`src/rtl/mem_lsu.sv`:
```
// MEM-stage load/store unit: valid/ready data bus with variable response latency,
// load formatting (extension, LWL/LWR merge), alignment/timeout errors, optional posted-store buffer.
module mem_lsu #(
    parameter int ADDR_W    = 32,
    parameter int STORE_BUF = 1,
    parameter int TIMEOUT   = 0,
    parameter int TO_W      = 8
) (
    input  logic              clk,
    input  logic              rst,
    input  logic              op_valid,
    input  logic [3:0]        mem_op,
    input  logic [ADDR_W-1:0] addr,
    input  logic [31:0]       st_data,
    input  logic [31:0]       rt_old,
    input  logic              flush,
    output logic              stallreq,
    output logic              ld_valid,
    output logic [31:0]       ld_data,
    output logic              exc_adel,
    output logic              exc_ades,
    output logic              exc_bus,
    output logic [ADDR_W-1:0] badvaddr,
    output logic              bus_req_valid,
    input  logic              bus_req_ready,
    output logic [ADDR_W-1:0] bus_addr,
    output logic [3:0]        bus_wen,
    output logic [31:0]       bus_wdata,
    input  logic              bus_rsp_valid,
    input  logic [31:0]       bus_rsp_data
);
    typedef enum logic [1:0] {IDLE, REQ, RESP, DONE} state_t;

    localparam logic [TO_W-1:0] TO_LAST = TO_W'(TIMEOUT > 0 ? TIMEOUT - 1 : 0);

    state_t            state;
    logic              drain, kill;
    logic [3:0]        op_r;
    logic [1:0]        k_r;
    logic [TO_W-1:0]   to_cnt;
    logic              buf_valid;
    logic [ADDR_W-1:0] buf_addr;
    logic [3:0]        buf_wen;
    logic [31:0]       buf_wdata;

    logic              is_load, is_store, misalign, want, post, accept, kill_now;
    logic [1:0]        k;
    logic [3:0]        wen_fmt;
    logic [31:0]       wdata_fmt;
    logic [ADDR_W-1:0] addr_fmt;

    function automatic logic [31:0] fmt_load(input logic [3:0] op, input logic [1:0] kk,
                                             input logic [31:0] m, input logic [31:0] rt);
        logic [7:0]  b;
        logic [15:0] h;
        logic [31:0] r;
        b = 8'(m >> {kk, 3'b000});
        h = kk[1] ? m[31:16] : m[15:0];
        case (op)
            4'd1: r = {{24{b[7]}}, b};
            4'd2: r = {24'd0, b};
            4'd3: r = {{16{h[15]}}, h};
            4'd4: r = {16'd0, h};
            4'd6: case (kk)
                      2'd0: r = {m[7:0],  rt[23:0]};
                      2'd1: r = {m[15:0], rt[15:0]};
                      2'd2: r = {m[23:0], rt[7:0]};
                      default: r = m;
                  endcase
            4'd7: case (kk)
                      2'd0: r = m;
                      2'd1: r = {rt[31:24], m[31:8]};
                      2'd2: r = {rt[31:16], m[31:16]};
                      default: r = {rt[31:8], m[31:24]};
                  endcase
            default: r = m;
        endcase
        return r;
    endfunction

    assign k = addr[1:0];

    always_comb begin
        is_load   = (mem_op >= 4'd1) && (mem_op <= 4'd7);
        is_store  = (mem_op >= 4'd8) && (mem_op <= 4'd12);
        misalign  = 1'b0;
        wen_fmt   = 4'h0;
        wdata_fmt = 32'h0;
        addr_fmt  = addr;
        case (mem_op)
            4'd3, 4'd4: misalign = addr[0];
            4'd5:       misalign = |addr[1:0];
            4'd6, 4'd7: addr_fmt = {addr[ADDR_W-1:2], 2'b00};
            4'd8:  begin wen_fmt = 4'b0001 << k; wdata_fmt = {4{st_data[7:0]}}; end
            4'd9:  begin
                misalign  = addr[0];
                wen_fmt   = k[1] ? 4'b1100 : 4'b0011;
                wdata_fmt = {2{st_data[15:0]}};
            end
            4'd10: begin misalign = |addr[1:0]; wen_fmt = 4'hF; wdata_fmt = st_data; end
            4'd11: begin
                addr_fmt = {addr[ADDR_W-1:2], 2'b00};
                case (k)
                    2'd0: wen_fmt = 4'b0001;
                    2'd1: wen_fmt = 4'b0011;
                    2'd2: wen_fmt = 4'b0111;
                    default: wen_fmt = 4'b1111;
                endcase
                wdata_fmt = st_data >> {~k, 3'b000};
            end
            4'd12: begin
                addr_fmt  = {addr[ADDR_W-1:2], 2'b00};
                wen_fmt   = 4'hF << k;
                wdata_fmt = st_data << {k, 3'b000};
            end
            default: ;
        endcase
    end

    assign exc_adel = op_valid && !flush && is_load && misalign;
    assign exc_ades = op_valid && !flush && is_store && misalign;
    assign badvaddr = (exc_adel || exc_ades) ? addr : '0;

    assign want     = op_valid && (is_load || is_store) && !flush && !misalign;
    assign post     = (STORE_BUF != 0) && is_store;
    assign accept   = (state == IDLE) && want && !buf_valid;
    assign kill_now = kill || (flush && !drain);

    // During a drain or a killed access the op in MEM is not ours yet: stall only if it needs the bus.
    always_comb begin
        case (state)
            IDLE:      stallreq = want && (buf_valid || !post);
            REQ, RESP: stallreq = (drain || kill) ? want : 1'b1;
            default:   stallreq = 1'b0;
        endcase
    end

    always_ff @(posedge clk or posedge rst) begin
        if (rst) begin
            state <= IDLE; drain <= 1'b0; kill <= 1'b0; op_r <= '0; k_r <= '0; to_cnt <= '0;
            buf_valid <= 1'b0; buf_addr <= '0; buf_wen <= '0; buf_wdata <= '0;
            ld_valid <= 1'b0; ld_data <= '0; exc_bus <= 1'b0;
            bus_req_valid <= 1'b0; bus_addr <= '0; bus_wen <= '0; bus_wdata <= '0;
        end else begin
            ld_valid <= 1'b0;
            exc_bus  <= 1'b0;
            case (state)
                IDLE: begin
                    if (accept && post) begin
                        buf_valid <= 1'b1; buf_addr <= addr_fmt;
                        buf_wen <= wen_fmt; buf_wdata <= wdata_fmt;
                    end else if (accept) begin
                        state <= REQ; drain <= 1'b0; kill <= 1'b0; op_r <= mem_op; k_r <= k;
                        bus_req_valid <= 1'b1; bus_addr <= addr_fmt;
                        bus_wen <= wen_fmt; bus_wdata <= wdata_fmt;
                    end else if (buf_valid) begin
                        state <= REQ; drain <= 1'b1; kill <= 1'b0; op_r <= 4'd10;
                        bus_req_valid <= 1'b1; bus_addr <= buf_addr;
                        bus_wen <= buf_wen; bus_wdata <= buf_wdata;
                    end
                end
                REQ: begin
                    if (bus_req_ready) begin
                        // An accepted request is owed a response even if flushed.
                        state <= RESP; bus_req_valid <= 1'b0; to_cnt <= '0; kill <= kill_now;
                    end else if (flush && !drain) begin
                        state <= IDLE; bus_req_valid <= 1'b0;
                    end
                end
                RESP: begin
                    if (bus_rsp_valid) begin
                        if (drain) buf_valid <= 1'b0;
                        if (drain || kill_now) begin
                            state <= IDLE;
                        end else begin
                            state    <= DONE;
                            ld_valid <= (op_r <= 4'd7);
                            ld_data  <= fmt_load(op_r, k_r, bus_rsp_data, rt_old);
                        end
                    end else if ((TIMEOUT > 0) && (to_cnt == TO_LAST)) begin
                        exc_bus <= !kill_now;
                        if (drain) buf_valid <= 1'b0;
                        state <= (drain || kill_now) ? IDLE : DONE;
                    end else begin
                        to_cnt <= to_cnt + 1'b1;
                        kill   <= kill_now;
                    end
                end
                DONE:    state <= IDLE;
                default: state <= IDLE;
            endcase
        end
    end
endmodule

```
`config.mk`:
```
export PLATFORM = sky130hd
export DESIGN_NAME = mem_lsu
export DESIGN_NICKNAME = d
export VERILOG_FILES = /design/src/rtl/mem_lsu.sv
export SDC_FILE = /design/constraint.sdc
export NUM_CORES = 1
export LEC_CHECK = 0
export ABC_AREA = 0
export CAP_MARGIN = 40
export CORE_MARGIN = 3
export CORE_UTILIZATION = 46
export CTS_CLUSTER_SIZE = 25
export DETAILED_ROUTE_END_ITERATION = 6
export GPL_TIMING_DRIVEN = 0
export MAX_ROUTING_LAYER = met4
export PLACE_DENSITY = 0.86
export RECOVER_POWER = 50
export SLEW_MARGIN = 20
export SYNTH_ARGS = -nofsm -noshare
export SYNTH_HDL_FRONTEND = slang
export SYNTH_SLANG_ARGS = --single-unit
```
`constraint.sdc`:
```
create_clock -name clk -period 6.63 [get_ports clk]
set_clock_uncertainty 0.05 [all_clocks]
set_input_delay 1.6575 -clock clk [delete_from_list [all_inputs] [get_ports clk]]
set_output_delay 1.6575 -clock clk [all_outputs]
set_load 0.01 [all_outputs]
```
==> run_results.csv, run 1 <==
group,metric,value,unit
sta,relSlewSlack,-1.22,
route,postRouteAntennaNets,0,
cts,cts_made_buffers,17,
yosys,synthCells,1247,
floorplanning,die_w,167,um
route,drc,1,
yosys,synth_seq_area_share,0.381,
cts,htree_levels,4,
floorplanning,initial_utilization,0.470,
floorplanning,die_y,167,um
global_route,grt_pass1_wl,70.1,mm
placement,port_buffers,272,
cts,post_cts_buffers,0,
route,drtIter0Drc,1320,
yosys,yosys.area.top_type,"dfrtp_1",
route,wl_per_cell,24.2,um
yosys,synth-seq-cells,181,
sta,final_hold_viol_count,0,
status,outcome,"finished, violations left",
job,maxCapViolCount,1,
global_route,grt_max_degree,100,
sta,setup_tns,0,ps
cts,path_clk_slew,80,ps
worst_setup_path,critPathLaunch,"mem_op[3]",
route,firstDrtPassIters,7,
yosys,synth_edf_count,0,
worst_hold_path,hold_class,"reg2reg",
layout,final_nets,1683,
global_route,antenna_found_initial,0,
yosys,ys_top_cells_by_count,"181 x dfrtp_1, 108 x mux2i_1, 80 x clkbuf_1",
yosys,synth-main-ff-cell,"dfrtp_1",
yosys,ys_types,71,
global_route,grt-ovfl-total,0,
cts,clock_tree.root_cell,"clkbuf_16",
cts,tritoncts,"yes",
pwr,ir_drop,0.220,mV
layout,area_growth,32.2,%
cts,clock_sinks,181,
sta,worstMarginPinSlew,3320,ps
worst_setup_path,timing.critical_path.arrival,4790,ps
worst_setup_path,worstSetupPathType,"in2out",
yosys,synth_top_area_share,0.381,
cts,clock_path_buffers,2,
layout,drive_gt1_frac,0.0946,
floorplanning,ioPinCount,276,
worst_setup_path,r2r-start,"state[0]",
sta,drv_slew,83,
worst_setup_path,crit_path_start_kind,"input port",
route,wl,45.6,mm
cts,clk_latency,450,ps
global_route,grt_pass1_vias,12092,
pwr,p_leak,6.35,nW
yosys,syn-num-nets,1389,
sta,timing.hold.ws,435,ps
yosys,syn_area_per_cell,9.52,um2
sta,post-route-min-period,6490,ps
worst_setup_path,cp-end-kind,"primary output",
pwr,power_density,394,nW/um2
sta,rsz0062_at_grt,"no",
yosys,synthTopCellsByArea,"dfrtp_1 38%, mux2i_1 9.1%, mux2_2 3.9%",
global_route,grt_usage,0.327,
floorplanning,dieArea,27800,um2
status,violations,"design-rule violations, max-capacitance violations, max-slew violations",
yosys,yosysWarnings,0,
layout,nFillCells,2110,
worst_setup_path,cp_max_fo,10,
yosys,netlist_area,11900,um2
yosys,synthArstFlopShare,1.00,
worst_setup_path,required,4920,ps
floorplanning,rows,58,
route,via_count,12104,
floorplanning,core,25300,um2
worst_hold_path,hold_start,"ld_data[8]",
cts,cts_hold_buf,0,
layout,final_util,0.621,
route,via_per_inst,6.42,
yosys,synthMostInstantiatedCell,"dfrtp_1",
placement,gp_congestion,0.956,
sta,fin_crit_sh,0.979,
cts,cts_resized,0,
layout,n_antenna_cell,0,
sta,maxClockFrequency,154,MHz
placement,place.detailed.hpwl,33.7,mm
sta,setup_viol,0,
-- kinds of logic (layout without fill, tap and decap cells) --
logic type / after synthesis / in the layout / share of synthesized area
and+or+nand+nor: 269 / 269 / 0.118
AOI/OAI and AO/OA: 407 / 407 / 0.244
adders and majority gates: 4 / 4 / 0.00422
other: 1 / 1 / 0.000316
xor gates and xnor gates: 2 / 2 / 0.00148
buffers and inverters: 186 / 493 / 0.0681
muxes: 197 / 197 / 0.182
DFF: 181 / 181 / 0.381
-- flip-flops by register name, indices dropped and copies added, names as in the netlist --
register,cells
buf_addr,32
buf_wdata,32
bus_addr,32
bus_wdata,32
ld_data,32
buf_wen,4
bus_wen,4
op_r,4
k_r,2
state,2
buf_valid,1
bus_req_valid,1
drain,1
kill,1
ld_valid,1
-- per-stage QoR --
step           cell area (um2)  setup WS [ps]  power [mW]  std cells
2_1_floorplan            11900           7.18        3.69       1247
3_3_place_gp             15000          -2340        5.02       1849
3_5_place_dp             15100            264        5.11       1852
4_1_cts                  15700            239        6.22       1884
5_1_grt                  15700           97.2        6.49       1884
6_report                 15700            137        6.18       1884
-- final timing paths --
| check | to | cells after the start | slack, ps |
|---|---|---|---|
| max | exc_adel | 9 | 140 |
| min | ld_data[8] | 2 | 440 |
| max reg2reg | buf_wdata[29] | 8 | 3720 |
| min reg2reg | ld_data[8] | 2 | 440 |
| max in group asynchronous | bus_wdata[26] | 2 | 1800 |
| min in group asynchronous | ld_data[6] | 2 | 2810 |
-- power breakdown --
part           total (mW)  internal, mW  switching, mW  leakage (nW)
registers            1.94          1.61          0.329          2.27
clock network        1.09         0.526          0.569         0.303
logic                3.15          1.41           1.74          3.78
total                6.18          3.54           2.64          6.35
-- worst max-delay path, stage by stage --
cell and delay [ps]:
clkdlybuf4s50_1 550, buf_2 230, nor2b_1 240, a211oi_2 110
o21a_1 280, buf_2 240, buf_2 210, nor4b_1 590
clkdlybuf4s50_1 680
-- layer usage --
layer,wire length [um],share of wire,up-vias,track usage
met1,18500,0.40,5878,0.427
li1,-,-,5300,-
met5,0,0,-,-
met4,1480,0.032,0,0.113
met3,4460,0.098,111,0.0620
met2,21200,0.46,815,0.514
-- layout make-up --
class                      instances  area, um2  area share
inverter                          54        203      0.0129
clock buffer                      17        425      0.0271
sequential                       181       4530       0.289
buffer                           132        606      0.0386
timing repair buffer             275       2770       0.176
clock inverter                    15        209      0.0133
multi-input combinational        880       6540       0.417
tap                              330        413      0.0263
-- layout by cell type, fill, tap and decap left out, types with 36 or more instances in the layout --
cell type / Yosys / routed
clkbuf_1: 80 / 80
mux2_2: 41 / 41
inv_1: 53 / 53
clkdlybuf4s50_1: 0 / 203
mux2i_1: 108 / 108
a31oi_1: 45 / 45
dfrtp_1: 181 / 181
o31ai_1: 60 / 60
dlygate4sd3_1: 0 / 69
mux2_1: 38 / 38
a21oi_1: 43 / 43
nand2_1: 63 / 63
nand4_1: 36 / 36
nor2_1: 69 / 69
o21ai_0: 57 / 57
Power figures use the tool's default switching activity.
==> run 2: changes to the inputs <==
--- a/config.mk
+++ b/config.mk
@@ -8,12 +8,12 @@
 export ABC_AREA = 0
 export CAP_MARGIN = 40
 export CORE_MARGIN = 3
-export CORE_UTILIZATION = 46
+export CORE_UTILIZATION = 40
 export CTS_CLUSTER_SIZE = 25
 export DETAILED_ROUTE_END_ITERATION = 6
 export GPL_TIMING_DRIVEN = 0
 export MAX_ROUTING_LAYER = met4
-export PLACE_DENSITY = 0.86
+export PLACE_DENSITY = 0.78
 export RECOVER_POWER = 50
 export SLEW_MARGIN = 20
 export SYNTH_ARGS = -nofsm -noshare
==> run 2 against run 1 <==
Against the previous run: the flow finishes with violations (max-capacitance violations, max-slew violations); first-iteration DRC count is 2.4% higher; non-clock buffer count rose by 1; register-to-register slack gained 60 ps; final area increased by 0.45%; highest routed layer unchanged; clock-buffer cell count did not move; via count hardly changed; sequential power barely moved; setup slack worse by 57 ps; sequential share of layout area fell by 0.13 points.
==> run_results.csv, run 2 (synthesis gave the netlist of run 1 again) <==
group,metric,value,unit
status,outcome,"finished, violations left",
status,violations,"max-capacitance violations, max-slew violations",
pwr,p_int,3.55,mW
sta,rsz0062_at_grt,"no",
global_route,busiest_layer,"met2",
worst_setup_path,worstSetupPathType,"in2out",
layout,drive_gt1_frac,0.0958,
cts,cts_resized,0,
sta,post-route-min-period,6550,ps
layout,layout_commonest_cell,"clkdlybuf4s50_1",
sta,relSlewSlack,-1.45,
pwr,power_frac_comb,0.506,
pwr,p_clk_frac,0.182,
cts,clk_latency,430,ps
global_route,grt_max_degree,103,
pwr,switching_share,0.426,
worst_setup_path,worstRegToRegCells,8,
route,via_per_inst,6.24,
global_route,use_met1,0.384,
pwr,p_switching,2.63,mW
worst_hold_path,hold_class,"reg2reg",
placement,port_buffers,272,
floorplanning,rows,62,
floorplanning,die_w,178,um
worst_setup_path,required,4920,ps
floorplanning,dieArea,31800,um2
job,maxCapViolCount,1,
layout,nFillCells,2650,
global_route,grt_pass1_vias,11813,
worst_setup_path,rrSetupSlack,3780,ps
pwr,p_leak,6.35,nW
layout,area_growth,32.8,%
floorplanning,ioPinCount,276,
route,wl_per_cell,23.8,um
worst_hold_path,hold_start,"ld_data[14]",
cts,post_cts_buffers,0,
sta,maxClockFrequency,153,MHz
worst_setup_path,crit_path_start_kind,"input port",
cts,cts_hold_buf,0,
route,via_count,12100,
worst_setup_path,r2r-start,"state[0]",
layout,final_nets,1684,
route,drc,0,
worst_setup_path,cp-end-kind,"primary output",
cts,htree_levels,4,
cts,clock_tree.root_cell,"clkbuf_16",
sta,drv_slew,81,
floorplanning,core,29000,um2
global_route,met2_usage,0.451,
pwr,power_density,392,nW/um2
placement,place.detailed.hpwl,33.8,mm
floorplanning,die_y,178,um
layout,final_cell_mix,"203 x clkdlybuf4s50_1, 181 x dfrtp_1, 108 x mux2i_1",
cts,cts_made_buffers,17,
cts,tritoncts,"yes",
worst_setup_path,timing.rr.end,"buf_wdata[14]",
floorplanning,initial_utilization,0.409,
cts,clock_sinks,181,
sta,final_hold_viol_count,0,
worst_setup_path,timing.critical_path.arrival,4840,ps
worst_hold_path,hold_depth,2,
pwr,ir_drop,0.193,mV
global_route,antenna_found_initial,1,
sta,timing.hold.ws,435,ps
sta,worstMarginPinSlew,3660,ps
worst_hold_path,worstHoldEndpoint,"ld_data[14]",
route,drtIter0Drc,1352,
cts,path_clk_slew,80,ps
pwr,power_frac_seq,0.312,
route,wl,46.2,mm
global_route,use_met3,0.0511,
cts,clock_path_buffers,2,
placement,place_area,15100,um2
route,firstDrtPassIters,6,
global_route,grt_usage,0.290,
global_route,grt-ovfl-total,0,
placement,gp_congestion,0.960,
sta,fin_crit_sh,0.988,
global_route,grt_pass1_wl,69.3,mm
sta,setup_viol,0,
layout,stdcell_area,15800,um2
worst_setup_path,cp_max_fo,10,
route,postRouteAntennaNets,0,
-- run 2: changes by cell type in the layout (fill, tap and decap cells not counted) --
cell and delta:
inv_1 -1, clkinv_4 -1, clkinvlp_2 +1, inv_6 -2
buf_16 -1, diode_2 +1, clkbuf_4 +2, inv_12 +4
inv_8 +2, clkinv_8 -3
-- run 2: how the worst max path moves through the flow --
stage	cells past startpoint	slack [ps]	endpoint	startpoint
6_report	9	80	exc_adel	mem_op[3]
5_1_grt	9	50	exc_adel	mem_op[2]
4_1_cts	9	230	exc_adel	mem_op[3]
3_5_place_dp	9	250	exc_adel	mem_op[3]
3_3_place_gp	2	-2540	bus_wdata[7]	rst
2_1_floorplan	1	7	buf_addr[0]	rst
-- run 2: critical path, stage by stage --
cell,delay (ps)
clkdlybuf4s50_1,560
buf_2,230
nor4bb_1,270
o21ai_1,120
o21a_1,240
buf_2,240
buf_2,220
nor4b_1,640
clkdlybuf4s50_1,670
-- run 2: final cells by class --
class                   count  area, um2  share of cell area
clock buffers              17        425              0.0270
repair buffers            276       2750               0.175
flip-flops and latches    181       4530               0.287
well taps                 384        480              0.0305
inverters                  54        204              0.0129
diodes                      1       2.50            0.000159
clock inverters            15        221              0.0140
plain buffers             132        606              0.0384
multi-input cells         880       6540               0.415
-- run 2: metal layers --
| metal | part of all wire | vias to the layer above | wire (um) |
|---|---|---|---|
| met5 | 0 | - | 0 |
| met4 | 0.035 | 0 | 1610 |
| met3 | 0.093 | 113 | 4280 |
| met2 | 0.46 | 758 | 21200 |
| met1 | 0.41 | 5911 | 19200 |
| li1 | - | 5318 | - |
-- run 2: power by group through the flow --
| stage | registers, mW | clock network (mW) | logic, mW |
|---|---|---|---|
| after floorplan | 1.99 | 0 | 1.70 |
| after global placement | 1.93 | 0 | 3.10 |
| after detailed placement | 1.95 | 0 | 3.15 |
| after CTS | 1.93 | 1.14 | 3.16 |
| after global routing | 1.98 | 1.19 | 3.36 |
| final | 1.93 | 1.13 | 3.13 |
-- run 2: through the flow --
stage | setup WS, ps | power (mW) | util | TNS [ps] | std cells
global route | 51.8 | 6.52 | 0.543 | 0 | 1940
finish | 79.7 | 6.18 | 0.543 | 0 | 1940
global placement | -2540 | 5.03 | 0.520 | -457870 | 1903
CTS | 227 | 6.23 | 0.544 | 0 | 1937
floorplan | 7.18 | 3.69 | - | 0 | 1247
detailed placement | 252 | 5.09 | 0.521 | 0 | 1905
